**src/rtl/led_seq_pkg.sv**
```systemverilog
// ---------------------------------------------------------------------------
// led_seq_pkg
//
// Shared definitions for the LED sequencer: mode encodings written over the
// config port, channel FSM state encodings, tick-count constants and the
// restart decode used when a channel is (re)loaded.
// ---------------------------------------------------------------------------
package led_seq_pkg;

    typedef logic [2:0] mode_t;
    typedef logic [1:0] state_t;

    // Config mode encodings; 6 and 7 are reserved and behave as OFF.
    localparam mode_t MODE_OFF        = 3'd0;
    localparam mode_t MODE_ON         = 3'd1;
    localparam mode_t MODE_BLINK_SLOW = 3'd2;
    localparam mode_t MODE_BLINK_FAST = 3'd3;
    localparam mode_t MODE_PULSE_N    = 3'd4;
    localparam mode_t MODE_ONESHOT    = 3'd5;

    // Channel FSM states.
    localparam state_t ST_IDLE = 2'd0;
    localparam state_t ST_LIT  = 2'd1;
    localparam state_t ST_DARK = 2'd2;
    localparam state_t ST_GAP  = 2'd3;

    localparam int unsigned SLOW_TOGGLE_TICKS = 8;
    localparam int unsigned GAP_TICKS         = 8;

    // Last phase value before a transition; the phase counter is 3 bits wide.
    localparam logic [2:0] SLOW_LAST = 3'(SLOW_TOGGLE_TICKS - 1);
    localparam logic [2:0] GAP_LAST  = 3'(GAP_TICKS - 1);

    // State a channel enters when a write restarts it.
    function automatic state_t restart_state(mode_t mode, logic [3:0] count);
        case (mode)
            MODE_ON, MODE_BLINK_SLOW, MODE_BLINK_FAST: return ST_LIT;
            // A zero-length pulse code is a constant dark output, and a
            // zero-length burst completes immediately.
            MODE_PULSE_N, MODE_ONESHOT: return (count != 4'd0) ? ST_LIT : ST_IDLE;
            default: return ST_IDLE;
        endcase
    endfunction

    // busy is raised only by a burst that actually has pulses to emit.
    function automatic logic restart_busy(mode_t mode, logic [3:0] count);
        return (mode == MODE_ONESHOT) && (count != 4'd0);
    endfunction

endpackage

```
**src/rtl/led_channel.sv**
```systemverilog
// ---------------------------------------------------------------------------
// led_channel
//
// One LED pattern engine. Holds the mode register, the stored pulse count,
// the FSM, a 3-bit phase counter and a 4-bit pulse down-counter. All pattern
// progress happens on the shared tick; a load restarts the channel and takes
// priority over a coincident tick.
//
// Ports:
//   clk    in   clock
//   rstn   in   synchronous active-low reset
//   tick   in   global prescaler tick, one cycle wide
//   load   in   restart this channel with mode/count
//   mode   in   mode to latch on load
//   count  in   pulse count N to latch on load
//   lit    out  channel currently wants its LED lit (combinational from state)
//   busy   out  channel is executing a ONESHOT burst (registered)
// ---------------------------------------------------------------------------
module led_channel
    import led_seq_pkg::*;
(
    input  logic       clk,
    input  logic       rstn,
    input  logic       tick,
    input  logic       load,
    input  logic [2:0] mode,
    input  logic [3:0] count,
    output logic       lit,
    output logic       busy
);

    state_t     state_q, state_d;
    mode_t      mode_q,  mode_d;
    logic [2:0] phase_q, phase_d;
    logic [3:0] pulse_q, pulse_d;
    logic [3:0] n_q,     n_d;
    logic       busy_q,  busy_d;

    always_comb begin
        state_d = state_q;
        mode_d  = mode_q;
        phase_d = phase_q;
        pulse_d = pulse_q;
        n_d     = n_q;
        busy_d  = busy_q;

        if (load) begin
            mode_d  = mode;
            n_d     = count;
            pulse_d = count;
            phase_d = 3'd0;
            state_d = restart_state(mode, count);
            busy_d  = restart_busy(mode, count);
        end else if (tick) begin
            case (state_q)
                ST_LIT: begin
                    case (mode_q)
                        MODE_ON: ;
                        MODE_BLINK_SLOW: begin
                            if (phase_q == SLOW_LAST) begin
                                state_d = ST_DARK;
                                phase_d = 3'd0;
                            end else begin
                                phase_d = phase_q + 3'd1;
                            end
                        end
                        MODE_BLINK_FAST: state_d = ST_DARK;
                        // The pulse is counted off as it ends.
                        MODE_PULSE_N, MODE_ONESHOT: begin
                            state_d = ST_DARK;
                            pulse_d = pulse_q - 4'd1;
                        end
                        default: state_d = ST_IDLE;
                    endcase
                end
                ST_DARK: begin
                    case (mode_q)
                        MODE_BLINK_SLOW: begin
                            if (phase_q == SLOW_LAST) begin
                                state_d = ST_LIT;
                                phase_d = 3'd0;
                            end else begin
                                phase_d = phase_q + 3'd1;
                            end
                        end
                        MODE_BLINK_FAST: state_d = ST_LIT;
                        MODE_PULSE_N: begin
                            if (pulse_q != 4'd0) begin
                                state_d = ST_LIT;
                            end else begin
                                state_d = ST_GAP;
                                phase_d = 3'd0;
                            end
                        end
                        MODE_ONESHOT: begin
                            if (pulse_q != 4'd0) begin
                                state_d = ST_LIT;
                            end else begin
                                state_d = ST_IDLE;
                                busy_d  = 1'b0;
                            end
                        end
                        default: state_d = ST_IDLE;
                    endcase
                end
                ST_GAP: begin
                    if (phase_q == GAP_LAST) begin
                        state_d = ST_LIT;
                        pulse_d = n_q;
                        phase_d = 3'd0;
                    end else begin
                        phase_d = phase_q + 3'd1;
                    end
                end
                default: ;
            endcase
        end
    end

    always_ff @(posedge clk) begin
        if (!rstn) begin
            state_q <= ST_IDLE;
            mode_q  <= MODE_OFF;
            phase_q <= 3'd0;
            pulse_q <= 4'd0;
            n_q     <= 4'd0;
            busy_q  <= 1'b0;
        end else begin
            state_q <= state_d;
            mode_q  <= mode_d;
            phase_q <= phase_d;
            pulse_q <= pulse_d;
            n_q     <= n_d;
            busy_q  <= busy_d;
        end
    end

    assign lit  = (state_q == ST_LIT);
    assign busy = busy_q;

endmodule

```
**src/rtl/led_sequencer.sv**
```systemverilog
// ---------------------------------------------------------------------------
// led_sequencer
//
// Drives the active-low board LEDs from a per-LED mode table written over a
// valid/ready config port. A shared free-running prescaler produces the
// global tick that paces every channel's pattern engine.
//
// Ports:
//   clk        in   clock
//   rstn       in   synchronous active-low reset
//   cfg_valid  in   config write request
//   cfg_ready  out  block can accept a write (low for one cycle after accept)
//   cfg_led    in   target LED index; indices >= NUM_LEDS are discarded
//   cfg_mode   in   mode (see led_seq_pkg)
//   cfg_count  in   pulse count N for PULSE_N / ONESHOT
//   leds       out  registered LED pins, active-low (0 = lit)
//   busy       out  per-channel ONESHOT-in-progress flags
// ---------------------------------------------------------------------------
module led_sequencer
    import led_seq_pkg::*;
#(
    parameter int unsigned NUM_LEDS       = 4,
    parameter int unsigned PRESCALE_WIDTH = 20
) (
    input  logic                clk,
    input  logic                rstn,
    input  logic                cfg_valid,
    output logic                cfg_ready,
    input  logic [1:0]          cfg_led,
    input  logic [2:0]          cfg_mode,
    input  logic [3:0]          cfg_count,
    output logic [NUM_LEDS-1:0] leds,
    output logic [NUM_LEDS-1:0] busy
);

    localparam logic [PRESCALE_WIDTH-1:0] PrescOne = PRESCALE_WIDTH'(1);

    // Prescaler: free-running and untouched by config traffic.
    logic [PRESCALE_WIDTH-1:0] presc_q;
    logic                      tick;

    always_ff @(posedge clk) begin
        if (!rstn) begin
            presc_q <= '0;
        end else begin
            presc_q <= presc_q + PrescOne;
        end
    end

    assign tick = &presc_q;

    // Handshake: ready drops for the single cycle after every accept, which
    // paces a master holding valid high to one write every other cycle.
    logic ready_q;
    logic accept;

    assign accept = cfg_valid & ready_q;

    always_ff @(posedge clk) begin
        if (!rstn) begin
            ready_q <= 1'b0;
        end else begin
            ready_q <= ~accept;
        end
    end

    assign cfg_ready = ready_q;

    // Write decode and channels. Out-of-range indices match no channel, so
    // such writes complete the handshake and are dropped.
    logic [NUM_LEDS-1:0] load;
    logic [NUM_LEDS-1:0] lit;

    for (genvar i = 0; i < NUM_LEDS; i++) begin : g_chan
        localparam logic [1:0] LedIdx = 2'(i);

        assign load[i] = accept && (cfg_led == LedIdx);

        led_channel u_chan (
            .clk   (clk),
            .rstn  (rstn),
            .tick  (tick),
            .load  (load[i]),
            .mode  (cfg_mode),
            .count (cfg_count),
            .lit   (lit[i]),
            .busy  (busy[i])
        );
    end

    // Output register; pins are active-low.
    logic [NUM_LEDS-1:0] leds_q;

    always_ff @(posedge clk) begin
        if (!rstn) begin
            leds_q <= '1;
        end else begin
            leds_q <= ~lit;
        end
    end

    assign leds = leds_q;

endmodule

```
**config.mk**
```make
export PLATFORM = sky130hd
export DESIGN_NAME = led_sequencer
export DESIGN_NICKNAME = d
export VERILOG_FILES = /design/src/rtl/led_seq_pkg.sv /design/src/rtl/led_channel.sv /design/src/rtl/led_sequencer.sv
export SDC_FILE = /design/constraint.sdc
export NUM_CORES = 1
export LEC_CHECK = 0
export BUFFER_PORTS_ARGS = -buffer_cell sky130_fd_sc_hd__buf_2
export CAP_MARGIN = 20
export CORE_MARGIN = 2
export CORE_UTILIZATION = 67
export DETAILED_ROUTE_END_ITERATION = 10
export PLACE_DENSITY_LB_ADDON = 0.12
export SETUP_SLACK_MARGIN = 0.4
export SLEW_MARGIN = 20
export SYNTH_ARGS = -nofsm -noshare
export SYNTH_HDL_FRONTEND = slang
export SYNTH_SLANG_ARGS = --single-unit
```
**constraint.sdc**
```tcl
create_clock -name clk -period 5.4 [get_ports clk]
set_clock_uncertainty 0.05 [all_clocks]
set_input_delay 1.08 -clock clk [delete_from_list [all_inputs] [get_ports clk]]
set_output_delay 1.08 -clock clk [all_outputs]
set_load 0.1 [all_outputs]
```
==> impl_metrics.env <==
export IMPL_status="finished clean"
export IMPL_cts_root_buf="clkbuf_8"
export IMPL_gr_usage_all_layers_pct=29.5
export IMPL_seq_area_frac_synth_pct=37.3
export IMPL_synth_top_cell_area_share_pct=37.3
export IMPL_vdd_ir_drop_worst_uv=170
export IMPL_first_global_vias=4230
export IMPL_cpLargestDelayFamily="simple AND/OR/NAND/NOR gates"
export IMPL_max_clock_freq_mhz=343
export IMPL_wire_per_inst_um=16.3
export IMPL_num_antenna_cells=0
export IMPL_p_comb_share_pct=7.7
export IMPL_yosysWarnings=0
export IMPL_cap_violations=0
export IMPL_ys_flop_type="dfxtp_1"
export IMPL_crit_chain="ha_1 > nand3_1 > or4_1 > nor2_1 > o221ai_1 > a32o_1"
export IMPL_io_pins=21
export IMPL_worst_slew_pin_slew_ns=0.891
export IMPL_postRouteAntennaNets=0
export IMPL_drtPass1Iterations=5
export IMPL_synth_edf_count=0
export IMPL_fp_dieH_um=90.3
export IMPL_synth_nets=664
export IMPL_synth_most_common_cell="nand2_1"
export IMPL_worstReg2RegStart="presc_q[0]"
export IMPL_netlist_instances=635
export IMPL_finalMaxSlewViolations=0
export IMPL_htreeDepth=3
export IMPL_sw_frac_of_total_pct=27.2
export IMPL_hpwl_mm=8.10
export IMPL_row_count=31
export IMPL_power_switching_w=0.000340
export IMPL_cts_resized=0
export IMPL_antenna_found_initial=0
export IMPL_arrival_ns=3.12
export IMPL_die_x_um=90.3
export IMPL_clkPwrFrac_pct=35.4
export IMPL_synth_top_cells_by_area="dfxtp_1, nand2_1, a21oi_1"
export IMPL_setup_tns_ns=0
export IMPL_hold_buffers=0
export IMPL_drive_gt1_share_pct=8.66
export IMPL_synth_cell_types=61
export IMPL_max_clock_path_buffers=2
export IMPL_grt_setup_unrepaired="false"
export IMPL_cts_tree="yes"
export IMPL_grt_pass1_wl_mm=19.9
export IMPL_power_density_nw_per_um2=238
export IMPL_slew_headroom_pct=40.4
export IMPL_finalWirelength_mm=12.0
export IMPL_reg2reg_to="g_chan[2].u_chan.state_q[1]"
export IMPL_grt_overflow=0
export IMPL_period_minus_slack_ns=2.91
export IMPL_drt_iter0_drc=370
export IMPL_hold_path_depth=2
export IMPL_globalplace_congestion=0.884
export IMPL_seqPwrFrac_pct=56.9
export IMPL_whs_ns=0.414
export IMPL_die_area_um2=8160
export IMPL_vias=4631
export IMPL_synth_seq_cells=93
export IMPL_area_delta_synth_final_pct=5.26
export IMPL_cp_end_kind="register"
export IMPL_crit_path_start_kind="register"
export IMPL_fp_coreArea_um2=7250
export IMPL_syn_avg_cell_area_um2=7.86
export IMPL_grt_max_degree=55
export IMPL_r2r_cells=6
export IMPL_nets=659
export IMPL_clk_latency_ns=0.36
export IMPL_setup_viol=0
export IMPL_port_buffers=20
export IMPL_hp_start="g_chan[2].u_chan.n_q[2]"
export IMPL_cts_sinks=93
export IMPL_required_ns=5.61
export IMPL_cts_buffers=9
export IMPL_criticalPathCategory="register to register"
export IMPL_cts_setup_buffers=0
export IMPL_drc_errors=0
export IMPL_finalHoldViolations=0
export IMPL_synth_common_cells="nand2_1, dfxtp_1, a21oi_1"
export IMPL_leakagePower_nw=1.78
export IMPL_num_fill_cells=586
export IMPL_fin_crit_sh_pct=54.0
export IMPL_synthesis_area_um2=4990
export IMPL_synth_async_sr_flop_share_pct=0
export IMPL_initial_core_util_pct=68.8
export IMPL_path_max_fanout=11
export IMPL_synth_largest_area_cell="dfxtp_1"
export IMPL_p_int_w=0.000911
export IMPL_hold_path_endpoint="g_chan[2].u_chan.n_q[2]"
export IMPL_cpPeakStageDelay_ns=0.71
export IMPL_ff2ff_setup_slack_ns=2.49
export IMPL_cts_clk_slew_worst_paths_ns=0.10
export IMPL_cp_slowest_cell="nor2_1"
export IMPL_viasPerCell=6.31
export IMPL_hold_class="register to register"
export IMPL_critPathBufInv=0
[sequential cells by signal, indices dropped and copies added, names as in the netlist]
name,count
presc_q,20
g_chan.u_chan.n_q,16
g_chan.u_chan.pulse_q,16
g_chan.u_chan.mode_q,12
g_chan.u_chan.phase_q,12
g_chan.u_chan.state_q,8
g_chan.u_chan.busy,4
leds,4
cfg_ready,1
[placed cells by master, fill, tap and decap left out, drive strengths merged, types with 12 or more instances in the layout]
master | netlist | layout
a21oi | 61 | 61
buf | 4 | 21
dfxtp | 93 | 93
ha | 17 | 17
inv | 16 | 18
mux2i | 14 | 14
nand2 | 96 | 96
nand3 | 28 | 28
nand4 | 13 | 13
nor2 | 56 | 56
nor3 | 16 | 16
nor3b | 16 | 16
o21ai | 34 | 34
xnor2 | 12 | 12
xor2 | 12 | 12
[kinds of logic (layout without fill, tap and decap cells)]
kind of cell | count (synthesis) | count (layout) | share of synthesized area (%)
AO/OA/AOI/OAI | 145 | 145 | 17.6
XOR/XNOR | 24 | 24 | 4.21
flip-flops | 93 | 93 | 37.3
buffers and inverters | 53 | 53 | 4.36
adder cells (fa/ha/maj) | 17 | 17 | 4.26
AND/OR/NAND/NOR | 289 | 289 | 29.5
multiplexers | 14 | 14 | 2.81
[per-layer routing]
| layer | up-vias | global-route usage, % | share of wire, % |
|---|---|---|---|
| met5 | - | 0 | 0 |
| met4 | 0 | 11.3 | 1.4 |
| met3 | 22 | 3.51 | 5.8 |
| met2 | 165 | 51.3 | 49 |
| met1 | 2187 | 37.6 | 44 |
| li1 | 2257 | - | - |
[metrics by stage]
| step | util (%) | setup WS, ns | cells | instance area [um2] | total power (W) |
|---|---|---|---|---|---|
| after floorplan | - | 3.02 | 635 | 4990 | 0.000795 |
| after global placement | 69.9 | 2.53 | 718 | 5070 | 0.000816 |
| after detailed placement | 69.9 | 2.45 | 718 | 5070 | 0.000820 |
| after CTS | 72.4 | 2.55 | 734 | 5250 | 0.00125 |
| after global routing | 72.5 | 2.35 | 734 | 5260 | 0.00130 |
| final | 72.5 | 2.49 | 734 | 5260 | 0.00125 |
[worst min-delay path: stages, from the launching register on]
cell and delay [ns]:
dfxtp_1 0.32, nand2_1 0.05, a21oi_1 0.05
[final cells by class]
type                            instances  area [um2]  area share [%]
Multi-Input combinational cell        489        2920            55.5
Tap cell                               99         124            2.36
Timing Repair Buffer                   21         108            2.05
Clock inverter                          6        46.3           0.881
Sequential cell                        93        1860            35.4
Clock buffer                           10         138            2.62
Inverter                               16        60.1            1.14
[power by group through the flow]
| stage | clock network [W] | logic (W) | registers, W |
|---|---|---|---|
| floorplan | 0 | 0.0000664 | 0.000729 |
| global placement | 0 | 0.0000912 | 0.000725 |
| detailed placement | 0 | 0.0000942 | 0.000726 |
| CTS | 0.000443 | 0.0000949 | 0.000710 |
| global route | 0.000477 | 0.000106 | 0.000713 |
| finish | 0.000443 | 0.0000966 | 0.000711 |
[worst max path at each step]
stage / startpoint / to / slack (ns) / depth (start not counted)
after floorplan: g_chan[0].u_chan.pulse_q[0] / g_chan[0].u_chan.phase_q[0] / 3.02 / 7
after global placement: rstn / g_chan[2].u_chan.phase_q[2] / 2.53 / 5
after detailed placement: rstn / g_chan[2].u_chan.phase_q[2] / 2.45 / 5
after CTS: presc_q[0] / g_chan[2].u_chan.state_q[1] / 2.55 / 6
after global routing: presc_q[0] / g_chan[2].u_chan.state_q[1] / 2.35 / 6
final: presc_q[0] / g_chan[2].u_chan.state_q[1] / 2.49 / 6
Power figures use the tool's default switching activity.
